`config.mk`:
```
export PLATFORM = sky130hd
export DESIGN_NAME = obi_mem_arbiter
export DESIGN_NICKNAME = d
export VERILOG_FILES = /design/src/rtl/obi_arb_pkg.sv /design/src/rtl/obi_arb_owner_fifo.sv /design/src/rtl/obi_mem_arbiter.sv
export SDC_FILE = /design/constraint.sdc
export NUM_CORES = 1
export LEC_CHECK = 0
export CORE_AREA = 2 2 108 110
export DETAILED_ROUTE_END_ITERATION = 8
export DIE_AREA = 0 0 110 112
export PLACE_DENSITY = 0.63
export SLEW_MARGIN = 20
export SYNTH_ARGS = -nofsm -noshare
export SYNTH_HDL_FRONTEND = slang
export SYNTH_SLANG_ARGS = --single-unit
```
`constraint.sdc`:
```
create_clock -name clock -period 2.95 [get_ports clock]
set_input_delay 0.885 -clock clock [delete_from_list [all_inputs] [get_ports clock]]
set_output_delay 0.885 -clock clock [all_outputs]
set_load 0.02 [all_outputs]
```
`src/rtl/obi_arb_pkg.sv`:
```
// Shared types and defaults for the two-master OBI memory arbiter.
package obi_arb_pkg;

   localparam int unsigned DEFAULT_MAX_OUTSTANDING = 2;

   typedef enum logic {
      OWNER_INSTR = 1'b0,
      OWNER_DATA  = 1'b1
   } owner_e;

   typedef enum logic {
      ARB  = 1'b0,
      LOCK = 1'b1
   } arb_state_e;

endpackage

```
`src/rtl/obi_arb_owner_fifo.sv`:
```
// In-order FIFO of response owners, one entry per granted-but-unanswered request.
module obi_arb_owner_fifo
   import obi_arb_pkg::*;
#(
   parameter int unsigned DEPTH = DEFAULT_MAX_OUTSTANDING
) (
   input  logic       clock,
   input  logic       reset,
   input  logic       push,
   input  owner_e     push_owner,
   input  logic       pop,
   output owner_e     head,
   output logic [1:0] count,
   output logic       full,
   output logic       empty
);

   // Storage sized for the largest legal depth so 2-bit pointers index it directly.
   owner_e     mem_q [4];
   logic [1:0] wptr_q, rptr_q, count_q;
   logic       do_push, do_pop;

   function automatic logic [1:0] ptr_next(input logic [1:0] p);
      return (p == 2'(DEPTH - 1)) ? 2'd0 : p + 2'd1;
   endfunction

   assign full    = (count_q == 2'(DEPTH));
   assign empty   = (count_q == 2'd0);
   assign count   = count_q;
   assign head    = mem_q[rptr_q];
   assign do_pop  = pop & ~empty;
   assign do_push = push & (~full | do_pop);

   always_ff @(posedge clock) begin
      if (reset) begin
         wptr_q  <= 2'd0;
         rptr_q  <= 2'd0;
         count_q <= 2'd0;
         for (int i = 0; i < 4; i++) mem_q[i] <= OWNER_INSTR;
      end else begin
         if (do_push) begin
            mem_q[wptr_q] <= push_owner;
            wptr_q        <= ptr_next(wptr_q);
         end
         if (do_pop) rptr_q <= ptr_next(rptr_q);
         case ({do_push, do_pop})
            2'b10:   count_q <= count_q + 2'd1;
            2'b01:   count_q <= count_q - 2'd1;
            default: count_q <= count_q;
         endcase
      end
   end

endmodule

```
`src/rtl/obi_mem_arbiter.sv`:
```
// Round-robin arbiter sharing one OBI memory port between instruction and data masters.
module obi_mem_arbiter
   import obi_arb_pkg::*;
#(
   parameter int unsigned MAX_OUTSTANDING = DEFAULT_MAX_OUTSTANDING
) (
   input  logic        clock,
   input  logic        reset,
   input  logic        instr_req_i,
   output logic        instr_gnt_o,
   input  logic [31:0] instr_addr_i,
   output logic        instr_rvalid_o,
   output logic [31:0] instr_rdata_o,
   input  logic        data_req_i,
   output logic        data_gnt_o,
   input  logic [31:0] data_addr_i,
   input  logic [31:0] data_wdata_i,
   input  logic        data_we_i,
   input  logic [3:0]  data_be_i,
   output logic        data_rvalid_o,
   output logic [31:0] data_rdata_o,
   output logic        mem_req_o,
   output logic [31:0] mem_addr_o,
   output logic        mem_we_o,
   output logic [3:0]  mem_be_o,
   output logic [31:0] mem_wdata_o,
   input  logic        mem_gnt_i,
   input  logic        mem_rvalid_i,
   input  logic [31:0] mem_rdata_i,
   output logic [1:0]  outstanding_o,
   output logic        protocol_err_o
);

   arb_state_e state_q, state_d;
   owner_e     sel, sel_q, rr_q, fifo_head;
   logic       can_issue, hs, routed;
   logic       fifo_full, fifo_empty;
   logic [1:0] fifo_count;

   // Issue capacity is judged on the current count; a same-cycle response does not free a slot.
   assign can_issue = ~reset & ~fifo_full;

   always_comb begin
      state_d   = state_q;
      sel       = sel_q;
      mem_req_o = 1'b0;
      case (state_q)
         ARB: begin
            if (can_issue && (instr_req_i || data_req_i)) begin
               mem_req_o = 1'b1;
               if (instr_req_i && data_req_i)
                  sel = (rr_q == OWNER_DATA) ? OWNER_INSTR : OWNER_DATA;
               else
                  sel = data_req_i ? OWNER_DATA : OWNER_INSTR;
               if (!mem_gnt_i) state_d = LOCK;
            end
         end
         LOCK: begin
            if (can_issue) begin
               mem_req_o = 1'b1;
               if (mem_gnt_i) state_d = ARB;
            end
         end
         default: state_d = ARB;
      endcase
   end

   always_comb begin
      mem_addr_o  = 32'd0;
      mem_we_o    = 1'b0;
      mem_be_o    = 4'h0;
      mem_wdata_o = 32'd0;
      if (mem_req_o) begin
         if (sel == OWNER_DATA) begin
            mem_addr_o  = data_addr_i;
            mem_we_o    = data_we_i;
            mem_be_o    = data_be_i;
            mem_wdata_o = data_wdata_i;
         end else begin
            mem_addr_o  = instr_addr_i;
            mem_be_o    = 4'hF;
         end
      end
   end

   assign hs          = mem_req_o & mem_gnt_i;
   assign instr_gnt_o = hs & (sel == OWNER_INSTR);
   assign data_gnt_o  = hs & (sel == OWNER_DATA);

   assign routed         = mem_rvalid_i & ~fifo_empty & ~reset;
   assign instr_rvalid_o = routed & (fifo_head == OWNER_INSTR);
   assign data_rvalid_o  = routed & (fifo_head == OWNER_DATA);
   assign instr_rdata_o  = instr_rvalid_o ? mem_rdata_i : 32'd0;
   assign data_rdata_o   = data_rvalid_o ? mem_rdata_i : 32'd0;
   assign outstanding_o  = fifo_count;

   // rr_q records the last granted owner; reset to instr so data wins the first tie.
   always_ff @(posedge clock) begin
      if (reset) begin
         state_q        <= ARB;
         sel_q          <= OWNER_INSTR;
         rr_q           <= OWNER_INSTR;
         protocol_err_o <= 1'b0;
      end else begin
         state_q <= state_d;
         sel_q   <= sel;
         if (hs) rr_q <= sel;
         if (mem_rvalid_i && fifo_empty) protocol_err_o <= 1'b1;
      end
   end

   obi_arb_owner_fifo #(.DEPTH(MAX_OUTSTANDING)) u_owner_fifo (
      .clock      (clock),
      .reset      (reset),
      .push       (hs),
      .push_owner (sel),
      .pop        (routed),
      .head       (fifo_head),
      .count      (fifo_count),
      .full       (fifo_full),
      .empty      (fifo_empty)
   );

endmodule

```
==> flow_summary.json, run 1 <==
{
  "outcome": "finished with violations",
  "violations": "negative setup slack",
  "ys_seq_elements": 16,
  "avgViaCountPerCell": 4.62,
  "worstHoldPathCells": 1,
  "r2r_end": "u_owner_fifo.count[1]$_SDFFE_PP0P_",
  "n_fill_cell": 1141,
  "yosys.cell_types.count": 37,
  "fin_tns_setup_ps": -3560,
  "post-route-min-period_ps": 3100,
  "synth_seq_area_share_pct": 17.7,
  "drt_first_pass_iters": 4,
  "synth-edff-count": 4,
  "htreeDepth": 1,
  "peakVddDrop_mv": 0.134,
  "drive_above_1_share_pct": 38.8,
  "holdWs_ps": 465,
  "slew_headroom_pct": 76.1,
  "grt-ovfl-total": 0,
  "core-area_um2": 11200,
  "ys.flop_type": "dfxtp_1",
  "hold_path.class": "reg2reg",
  "drv_cap": 0,
  "detail-route-antenna-nets": 0,
  "cp_num_buf_inv": 7,
  "worstSetupPathType": "in2out",
  "place.gp.congestion": 0.761,
  "synth_cells": 303,
  "hold_viol_final": 0,
  "synthesis.area_um2": 2040,
  "power_leakage_uw": 0.00259,
  "wl_per_cell_um": 17.0,
  "cts_max_path_buffers": 2,
  "cts_sinks": 16,
  "layout.nets": 749,
  "async_flop_share_pct": 0,
  "final_cell_area_um2": 5380,
  "n_antenna_cell": 0,
  "seq_area_um2": 360,
  "antenna_found_initial": 0,
  "rsz0062_at_grt": "yes",
  "synth_area_per_cell_um2": 6.73,
  "die_y_um": 112,
  "rows": 39,
  "clkLatencyLatePin_ps": 250,
  "crit_fanout": 8,
  "vias": 3467,
  "clock_skew_ps": 3.20,
  "crit_slowest_cell": "nor3_4",
  "synth_warnings": 0,
  "cpMostUsedCell": "buf_6",
  "start_util_pct": 18.3,
  "dieArea_um2": 12300,
  "finalNonFillerCells": 751,
  "area_growth_pct": 164,
  "root_buffer": "clkbuf_16",
  "rr_worst_depth": 6,
  "critPathRequiredTime_ps": 2070,
  "setup_viol": 49,
  "grt_max_degree": 34,
  "ff2ff_setup_slack_ps": 700,
  "drcViolationCount": 0,
  "startpoint_type": "input port",
  "finalMaxSlewViolations": 0,
  "fmaxAchievable_mhz": 323,
  "grt_pass1_wl_um": 18600,
  "ctsHoldBuffers": 0,
  "grt_pass1_vias": 3506,
  "final_common_cell": "clkdlybuf4s50_1",
  "cts_tree": "built",
  "path_clk_slew_ps": 50,
  "die_x_um": 110,
  "worstPathArrival_ps": 2210,
  "min_from": "u_owner_fifo.rptr_q[1]$_SDFFE_PP0P_",
  "setup_slack_ps": -146,
  "dpl_cell_area_um2": 5170,
  "r2r-start": "u_owner_fifo.count[1]$_SDFFE_PP0P_",
  "multi_input_area_um2": 1710,
  "layout_common_cells": "136 x clkdlybuf4s50_1, 77 x buf_2, 76 x buf_4, 64 x and2_1",
  "port_buffers": 279,
  "fin_crit_sh_pct": 105,
  "synth_nets": 443,
  "critical_path.top_delay_family": "buffers and inverters",
  "numCtsBuffers": 3,
  "pin_count": 280,
  "grt_usage_pct": 19.3,
  "dp_hpwl_um": 8960,
  "endpoint_kind": "output pin",
  "tightestPinTransition_ps": 359,
  "place_inst": 719,
  "drt_iter0_markers": 167,
  "max_stage_delay_ps": 220,
  "totalWireLength_um": 12800,
  "path_cells": "buf_6 -> buf_6 -> nor3_4 -> nor3_4 -> buf_6 -> buf_8 -> buf_12 -> buf_16 -> o211ai_1 -> o21ai_1 -> buf_4",
  "power_density_nw_per_um2": 281
}
kinds of logic (layout without fill, tap and decap cells):
kind of cell	count (synthesis)	after routing	share of synthesized area, %
AND/OR/NAND/NOR	160	160	44.6
buffers and inverters	36	341	7.48
AO/OA/AOI/OAI	85	85	26.8
XOR/XNOR	4	4	1.72
adder cells (fa/ha/maj)	1	1	0.613
multiplexers	1	1	1.10
flip-flops	16	16	17.7
worst max-delay path by stage:
stage                     slack [ps]  cells after the start        from       endpoint
after floorplan                   -9                      4       reset    instr_gnt_o
after global placement          -910                      7       reset  mem_addr_o[9]
after detailed placement        -940                      7       reset  mem_addr_o[9]
after CTS                       -180                     11  data_req_i  mem_addr_o[0]
after global routing            -240                     11  data_req_i  mem_addr_o[0]
final                           -150                     11  data_req_i  mem_addr_o[0]
where the power goes:
group	total [uW]	switching [uW]	internal (uW)
combinational	988	461	527
sequential	258	16.0	242
clock	265	85.0	180
total	1510	562	949
per-stage QoR:
step,setup WS [ps],total power [uW],util [%]
global route,-238,1590,48.2
CTS,-177,1520,47.9
floorplan,-8.84,621,-
detailed placement,-935,1120,46.3
global placement,-912,1110,46.3
finish,-146,1510,48.2
final cells by class:
type                       count  area share (%)
sequential                    16            6.69
clock buffer                   3            1.39
multi-input combinational    251            31.7
inverter                       4           0.279
tap                          143            3.32
timing repair buffer         333            56.6
clock inverter                 1          0.0697
routing by layer:
metal  up-vias  share of wire, %  global-route usage, %
met4         0               1.9                   6.41
met2       199                53                   37.4
met1      1573                34                   19.7
met3        16                11                   4.51
li1       1679                 -                      -
met5         -                 0                      0
repair_timing:
| action | in CTS | in global routing |
|---|---|---|
| pin swaps | 15 | 6 |
| buffers inserted | 17 | 3 |
| endpoints found under the setup margin | 138 | 71 |
| hold endpoints to repair | 0 | 0 |
| resized for setup | 667 | 38 |
| gates cloned | 13 | 0 |
Yosys cell counts (all sizes together) (2+ instances only):
cell    count  area (um2)
xnor2       2        17.5
nor3        5        40.0
dfxtp      12         240
edfxtp      4         120
a31oi       3        18.8
nor2       13        51.3
o21ai      35         175
a21oi       4        20.0
o211ai     32         240
o21a        4        30.0
inv         4        15.0
xor2        2        17.5
buf         4        22.5
nand2      35         131
and2       68         425
and3       32         200
clkbuf     28         115
Power figures use the tool's default switching activity.
==> inputs of run 2 (changes only) <==
--- a/config.mk
+++ b/config.mk
@@ -5,6 +5,7 @@
 export SDC_FILE = /design/constraint.sdc
 export NUM_CORES = 1
 export LEC_CHECK = 0
+export CAP_MARGIN = 20
 export CORE_AREA = 2 2 108 110
 export DETAILED_ROUTE_END_ITERATION = 8
 export DIE_AREA = 0 0 110 112
==> results of run 2 <==
Final layout, timing and power as in run 1 (identical DEF).
==> inputs of run 3 (changes only) <==
--- a/config.mk
+++ b/config.mk
@@ -7,6 +7,7 @@
 export LEC_CHECK = 0
 export CAP_MARGIN = 20
 export CORE_AREA = 2 2 108 110
+export CTS_CLUSTER_SIZE = 28
 export DETAILED_ROUTE_END_ITERATION = 8
 export DIE_AREA = 0 0 110 112
 export PLACE_DENSITY = 0.63
==> results of run 3 <==
Final layout, timing and power as in run 1 (identical DEF).
